### src/rtl/alu_arbiter.sv
// Two-requester round-robin front end sharing one combinational ALU.
// Each accepted operation takes three cycles: IDLE grant, EXEC compute, RESP handshake.

module alu_arbiter_alu #(
  parameter int unsigned width = 4
) (
  input  logic [width-1:0] a,
  input  logic [width-1:0] b,
  input  logic [2:0]       sel,
  output logic [width-1:0] y,
  output logic [4:0]       flags
);
  logic [width:0] sum;
  logic           carry;
  logic           ovf;

  // Subtraction reports borrow in the carry flag; logic ops clear carry and overflow.
  always_comb begin
    sum   = '0;
    y     = '0;
    carry = 1'b0;
    ovf   = 1'b0;
    unique case (sel)
      3'b000: begin
        sum   = {1'b0, a} + {1'b0, b};
        y     = sum[width-1:0];
        carry = sum[width];
        ovf   = (a[width-1] == b[width-1]) && (y[width-1] != a[width-1]);
      end
      3'b001: begin
        sum   = {1'b0, a} - {1'b0, b};
        y     = sum[width-1:0];
        carry = sum[width];
        ovf   = (a[width-1] != b[width-1]) && (y[width-1] != a[width-1]);
      end
      3'b010: y = a & b;
      3'b011: y = a | b;
      3'b100: y = a ^ b;
      3'b101: y = ~a;
      3'b110: begin
        y     = {a[width-2:0], 1'b0};
        carry = a[width-1];
      end
      3'b111: begin
        y     = {1'b0, a[width-1:1]};
        carry = a[0];
      end
      default: y = '0;
    endcase
    flags = {y[width-1], (y == '0), ovf, ^y, carry};
  end
endmodule

module alu_arbiter #(
  parameter int unsigned width = 4
) (
  input  logic             clk,
  input  logic             rst,
  input  logic             req0_valid,
  output logic             req0_ready,
  input  logic [width-1:0] req0_a,
  input  logic [width-1:0] req0_b,
  input  logic [2:0]       req0_sel,
  input  logic             req1_valid,
  output logic             req1_ready,
  input  logic [width-1:0] req1_a,
  input  logic [width-1:0] req1_b,
  input  logic [2:0]       req1_sel,
  output logic             resp_valid,
  input  logic             resp_ready,
  output logic [width-1:0] resp_y,
  output logic [4:0]       resp_flags,
  output logic             resp_id,
  output logic [15:0]      ops_done
);
  typedef enum logic [1:0] {IDLE, EXEC, RESP} state_t;

  state_t           state;
  state_t           next_state;
  logic             ptr;
  logic             accept;
  logic             gnt_id;
  logic             load_resp;
  logic             done;
  logic [width-1:0] op_a;
  logic [width-1:0] op_b;
  logic [2:0]       op_sel;
  logic             op_id;
  logic [width-1:0] alu_y;
  logic [4:0]       alu_flags;

  alu_arbiter_alu #(.width(width)) u_alu (
    .a    (op_a),
    .b    (op_b),
    .sel  (op_sel),
    .y    (alu_y),
    .flags(alu_flags)
  );

  always_ff @(posedge clk) begin
    if (rst) state <= IDLE;
    else     state <= next_state;
  end

  always_comb begin
    next_state = state;
    req0_ready = 1'b0;
    req1_ready = 1'b0;
    accept     = 1'b0;
    gnt_id     = 1'b0;
    load_resp  = 1'b0;
    done       = 1'b0;
    unique case (state)
      IDLE: begin
        if (!rst && (req0_valid || req1_valid)) begin
          accept     = 1'b1;
          gnt_id     = (req0_valid && req1_valid) ? ptr : req1_valid;
          req0_ready = !gnt_id;
          req1_ready = gnt_id;
          next_state = EXEC;
        end
      end
      EXEC: begin
        load_resp  = 1'b1;
        next_state = RESP;
      end
      RESP: begin
        if (resp_valid && resp_ready) begin
          done       = 1'b1;
          next_state = IDLE;
        end
      end
      default: next_state = IDLE;
    endcase
  end

  always_ff @(posedge clk) begin
    if (rst) begin
      ptr        <= 1'b0;
      op_a       <= '0;
      op_b       <= '0;
      op_sel     <= '0;
      op_id      <= 1'b0;
      resp_valid <= 1'b0;
      resp_y     <= '0;
      resp_flags <= '0;
      resp_id    <= 1'b0;
      ops_done   <= '0;
    end else begin
      if (accept) begin
        op_a   <= gnt_id ? req1_a   : req0_a;
        op_b   <= gnt_id ? req1_b   : req0_b;
        op_sel <= gnt_id ? req1_sel : req0_sel;
        op_id  <= gnt_id;
        ptr    <= !gnt_id;
      end
      if (load_resp) begin
        resp_y     <= alu_y;
        resp_flags <= alu_flags;
        resp_id    <= op_id;
        resp_valid <= 1'b1;
      end
      if (done) begin
        resp_valid <= 1'b0;
        ops_done   <= ops_done + 16'd1;
      end
    end
  end
endmodule

### config.mk
export PLATFORM = sky130hd
export DESIGN_NAME = alu_arbiter
export DESIGN_NICKNAME = d
export VERILOG_FILES = /design/src/rtl/alu_arbiter.sv
export SDC_FILE = /design/constraint.sdc
export NUM_CORES = 1
export LEC_CHECK = 0
export ABC_AREA = 1
export BUFFER_PORTS_ARGS = -buffer_cell sky130_fd_sc_hd__buf_2
export CAP_MARGIN = 20
export CORE_MARGIN = 8
export CORE_UTILIZATION = 59
export CTS_CLUSTER_DIAMETER = 150
export DETAILED_ROUTE_END_ITERATION = 12
export GPL_TIMING_DRIVEN = 0
export PLACE_DENSITY = 0.86
export SYNTH_ARGS = -nofsm -noshare
export SYNTH_HDL_FRONTEND = slang
export SYNTH_SLANG_ARGS = --single-unit
### constraint.sdc
create_clock -name clk -period 6.4 [get_ports clk]
set_input_delay 1.6 -clock clk [delete_from_list [all_inputs] [get_ports clk]]
set_output_delay 1.6 -clock clk [all_outputs]
set_load 0.03 [all_outputs]
* Yosys cells after proc, flatten, opt, wreduce, memory -nomap -nowiden
Index checks and enable logic that the tools add are counted.
** Cells by class
- Reductions and logical operators :: 15
- $add $sub $neg :: 3
- Bitwise operators :: 4
- Equal/unequal tests :: 15
- Muxes and demuxes :: 19
** Operators with widths (count)
- 4-bit case mux with 8 select lines :: 1
- 16-bit by 1-bit adder with 16-bit output, second input constant :: 1
- 3-bit equality test, second input constant :: 4
- 1-bit two-way mux :: 10
- 4-bit two-way mux :: 2
- 3-bit by 2-bit equality test with 1-bit output, second input constant :: 2
- 2-bit case mux with 3 select lines :: 1
- 4-bit by 4-bit adder with 5-bit output :: 1
- 1-bit logical AND :: 5
- 4-bit by 4-bit subtractor with 5-bit output :: 1
- 4-bit AND :: 1
- 4-bit logical NOT :: 1
- 2-bit two-way mux :: 2
- 2-bit inequality test, second input constant :: 2
- 4-bit inverter :: 1
- 4-bit OR :: 1
- 1-bit case mux with 4 select lines :: 1
- 4-bit XOR reduction :: 1
- 4-bit bitwise XOR :: 1
- 3-bit by 1-bit equality test with 1-bit output, second input constant :: 1
- 1-bit logical NOT :: 3
- 3-bit logical NOT :: 1
- 3-bit two-way mux :: 1
- 1-bit inequality test :: 3
- other kinds (8) :: 8
** Word-level totals
- Flip-flop bits (word level) :: 42
- Logic and storage cells :: 67

* Logic depth before layout (Yosys ltp)
- Depth in word-level cells :: 5
- Mapped depth :: 13

* By module
A second synthesis with hierarchy kept.
** Unflattened totals
- Cells, all modules :: 421
- Area, all modules :: 2880.3 um^2
** Modules (own cells, without submodules)
- alu_arbiter :: area each 2004.4 um^2, times used 1, cells each 266
- alu_arbiter_alu :: area each 875.8 um^2, times used 1, cells each 155

* Worst setup path before layout
No wires, ideal clock.
- Path kind :: input to output
- Start point :: in req1_valid
- End point :: out req1_ready
- Stages :: 5
- Path slack :: 2.551 ns
- Data arrival time :: 2.249 ns
- Buffers on the path :: 1
- Path through :: nor2_1 -> nor2_1 -> nand2_4 -> nor2_4 -> buf_4
** On the way
- Cells in the longest elaborated chain, start to end :: 4
- Elaborated cells between the ends (all ways) :: 6
** Ends and longest elaborated chain
- start, declared :: RTL line 64 : input logic req1_valid,
- 1-bit logical AND or 1-bit logical OR (tied branches) :: RTL line 117, 115
- 1-bit two-way mux or 1-bit logical AND (tied branches) :: RTL line 117, 115
- 1-bit two-way mux (*) :: RTL line 115 : if (!rst && (req0_valid || req1_valid)) begin
- 1-bit two-way mux (*) :: RTL line 113 : unique case (state)
- end, declared :: RTL line 65 : output logic req1_ready,
Every way passes the cells marked *; elsewhere a longest branch is shown, timed or not.

* Worst setup path in the final report
Same ends and word-level chain as after synthesis.

==> impl_metrics.json <==
{
  "syn_area_per_cell_sq_um": 6.46,
  "port_buffers": 55,
  "ys_seq_elements": 41,
  "timing.hold.worst.class": "reg2reg",
  "synth.cells.most_frequent": "111 x sky130_fd_sc_hd__nand2_1, 57 x sky130_fd_sc_hd__nor2_1, 53 x sky130_fd_sc_hd__inv_1",
  "area_growth_pct": 18.1,
  "irDropWorstVdd_v": 0.000130,
  "cp-end-kind": "output port",
  "grt_antenna_before_repair": 0,
  "critical_path.slowest_cell": "sky130_fd_sc_hd__buf_2",
  "timing.critical_path.fanout_max": 10,
  "fin_setup_tns_ps": 0,
  "nNetsFinal": 514,
  "final_layout_size_suffix_gt1_share_pct": 19.5,
  "clock_sinks": 41,
  "drc": 0,
  "finalMaxSlewViolations": 0,
  "wire_length_of_the_first_global_routing_pass_mm": 11.3,
  "worst_path_clk_slew_ps": 80,
  "maximum_number_of_pins_on_one_net_before_global_route_repair": 15,
  "fin_crit_ps": 4190,
  "report.final.hold_viol_count": 0,
  "cts_made_buffers": 5,
  "netlist.top_cell.by_area": "sky130_fd_sc_hd__dfxtp_1",
  "fin_crit_sh_pct": 65.4,
  "synth_nets": 452,
  "number_of_buffers_on_the_longest_clock_path": 2,
  "ant_nets": 0,
  "worst-slew-pin-transition_ps": 454,
  "worst_slew_margin_rel_pct": 69.7,
  "setup_repair_after_global_routing_missed_its_margin": "no",
  "vias_after_detailed_routing": 2748,
  "antennaDiodeCount": 0,
  "final_estimated_routing_congestion_in_global_placement": 0.898,
  "synthesis.area_sq_um": 2630,
  "dr.pass1.iters": 4,
  "yosysWarnings": 0,
  "cts_resized": 0,
  "maxCapViolations": 0,
  "worst_path_largest_cell_delay_ps": 210,
  "fillCellCount": 376,
  "worstSetupPathType": "in2out",
  "synth_cells": 408,
  "fmax_mhz": 239,
  "synth.top_cell.area_share_pct": 31.2,
  "drt-total-wl_mm": 6.46,
  "static-leakage-power_nw": 1.58,
  "grt_overflow_total": 0,
  "critical_path.startpoint_type": "input port",
  "critical_path_required_ps": 4800,
  "post-synth-top-count-cell": "sky130_fd_sc_hd__nand2_1",
  "synth_seq_area_share_pct": 31.2,
  "dpl.hpwl_mm": 5.11,
  "die_h_microns": 82.8,
  "initial_cell_density_of_the_core_pct": 60.9,
  "clock_skew_ps": 9.59,
  "grt_pass1_vias": 2526,
  "postSynth.asyncResetShare_pct": 0,
  "floorplan.die_area_sq_um": 6860,
  "netlist_top_cells_area": "sky130_fd_sc_hd__dfxtp_1 31%, sky130_fd_sc_hd__nand2_1 16%, sky130_fd_sc_hd__nor2_1 8.1%",
  "cts_tree": "done",
  "postCtsSetupRepairBufs": 0,
  "synth.lib_cells_used.distinct": 34,
  "place_worst_setup_slack_ps": 2210,
  "clock_tree.htree_level_count": 2,
  "primary_flip_flop_cell_chosen_by_synthesis_mapping": "sky130_fd_sc_hd__dfxtp_1",
  "post_synth_edffs": 0,
  "timing.critical_path.cells": "buf_2, nor2_1, nor2_1, nand2_4, nor2_4, buf_4, buf_2",
  "clk-insertion-delay-late_ps": 300,
  "post_drt_wl_per_cell_microns": 12.4,
  "design.core.area_sq_um": 4320,
  "number_of_hold_buffers_added_after_cts": 0,
  "worstPathArrival_ps": 2590,
  "status": "finished clean",
  "power_density_nw_per_um2": 227,
  "post_drt_via_cell_ratio": 5.25,
  "setup_violations_final": 0,
  "drt_iter0_markers": 169,
  "std_cell_rows": 24,
  "grtUsageTotal_pct": 18.7,
  "die_x_microns": 82.8,
  "worst_slack_ps": 2210,
  "cts_root_buffer": "sky130_fd_sc_hd__clkbuf_8",
  "pin_count": 56
}
[cell usage in the layout (no fill, tap or decap), types with 2 or more instances in the layout]
| cell type | synthesis | layout |
|---|---|---|
| sky130_fd_sc_hd__nand2_1 | 111 | 111 |
| sky130_fd_sc_hd__buf_2 | 7 | 62 |
| sky130_fd_sc_hd__nor2_1 | 57 | 57 |
| sky130_fd_sc_hd__inv_1 | 53 | 53 |
| sky130_fd_sc_hd__dfxtp_1 | 41 | 41 |
| sky130_fd_sc_hd__nand3_1 | 40 | 40 |
| sky130_fd_sc_hd__a21oi_1 | 18 | 18 |
| sky130_fd_sc_hd__ha_1 | 15 | 15 |
| sky130_fd_sc_hd__o21ai_0 | 13 | 13 |
| sky130_fd_sc_hd__o21ai_1 | 9 | 9 |
| sky130_fd_sc_hd__nand4_1 | 7 | 7 |
| sky130_fd_sc_hd__inv_2 | 5 | 5 |
| sky130_fd_sc_hd__clkbuf_8 | 0 | 5 |
| sky130_fd_sc_hd__nor2_4 | 3 | 3 |
| sky130_fd_sc_hd__nor2_2 | 2 | 2 |
| sky130_fd_sc_hd__buf_4 | 2 | 2 |
| sky130_fd_sc_hd__nand2_2 | 2 | 2 |
| sky130_fd_sc_hd__nor3b_1 | 2 | 2 |
| sky130_fd_sc_hd__nor3_1 | 2 | 2 |
| sky130_fd_sc_hd__clkbuf_1 | 2 | 2 |
| sky130_fd_sc_hd__nand4_2 | 2 | 2 |
| sky130_fd_sc_hd__fa_1 | 2 | 2 |
| sky130_fd_sc_hd__bufinv_16 | 0 | 2 |
[registers in the layout, indices dropped and copies added, names as in the netlist]
register	cells
resp_valid	1
ops_done	16
op_a	4
resp_y	4
op_id	1
op_b	4
op_sel	3
resp_flags	4
state	2
resp_id	1
ptr	1
[routing by layer]
layer	GRT usage [%]	part of all wire, %	up-vias
li1	-	-	1411
met1	25.7	50	1219
met2	28.1	42	113
met3	5.08	7.4	5
met4	3.99	0.57	0
met5	0	0	-
[path summary, 6_finish.rpt]
kind	start	endpoint	slack [ps]	cells past startpoint
setup / recovery	req1_valid	req1_ready	2210	7
hold / removal	ptr$_SDFFE_PP0P_	ptr$_SDFFE_PP0P_	470	2
setup reg to reg	op_a[0]$_SDFFE_PP0P_	resp_flags[1]$_SDFFE_PP0N_	4130	13
hold reg to reg	ptr$_SDFFE_PP0P_	ptr$_SDFFE_PP0P_	470	2
[metrics by stage]
step	hold slack, ps	std cells	cell area [sq um]	total power, mW	utilization (%)
2_1_floorplan	437	408	2630	0.414	-
3_3_place_gp	450	515	2970	0.454	68.8
3_5_place_dp	455	515	2970	0.457	68.8
4_1_cts	468	523	3110	0.709	72.0
5_1_grt	482	523	3110	0.743	72.0
6_report	465	523	3110	0.706	72.0
[area by class of cell]
cell class	count	area [sq um]	area share, %
multi-input combinational	296	1520	48.9
sequential	41	821	26.4
timing repair buffer	55	275	8.85
inverter	58	218	7.00
buffer	13	72.6	2.33
clock buffer	5	68.8	2.21
clock inverter	3	68.8	2.21
tap	52	65.1	2.09
[cells by family (layout without fill, tap and decap cells)]
kind of cell	after synthesis	after routing	synth area share, %
simple gates	233	233	39.6
buf+inv	71	134	11.0
compound gates	45	45	9.26
flops	41	41	31.2
fa+ha+maj	17	17	8.65
xor+xnor	1	1	0.333
[worst max-delay path, delay by kind of cell]
family / cells / cell delay [ps]
buffers and inverters: 3 / 490
AND/OR/NAND/NOR: 4 / 490
[power by group]
| part | internal, mW | switching (mW) |
|---|---|---|
| sequential | 0.271 | 0.0142 |
| clock | 0.157 | 0.0958 |
| combinational | 0.0607 | 0.107 |
| total | 0.489 | 0.217 |
No activity file was read; power rests on OpenSTA's default activity.
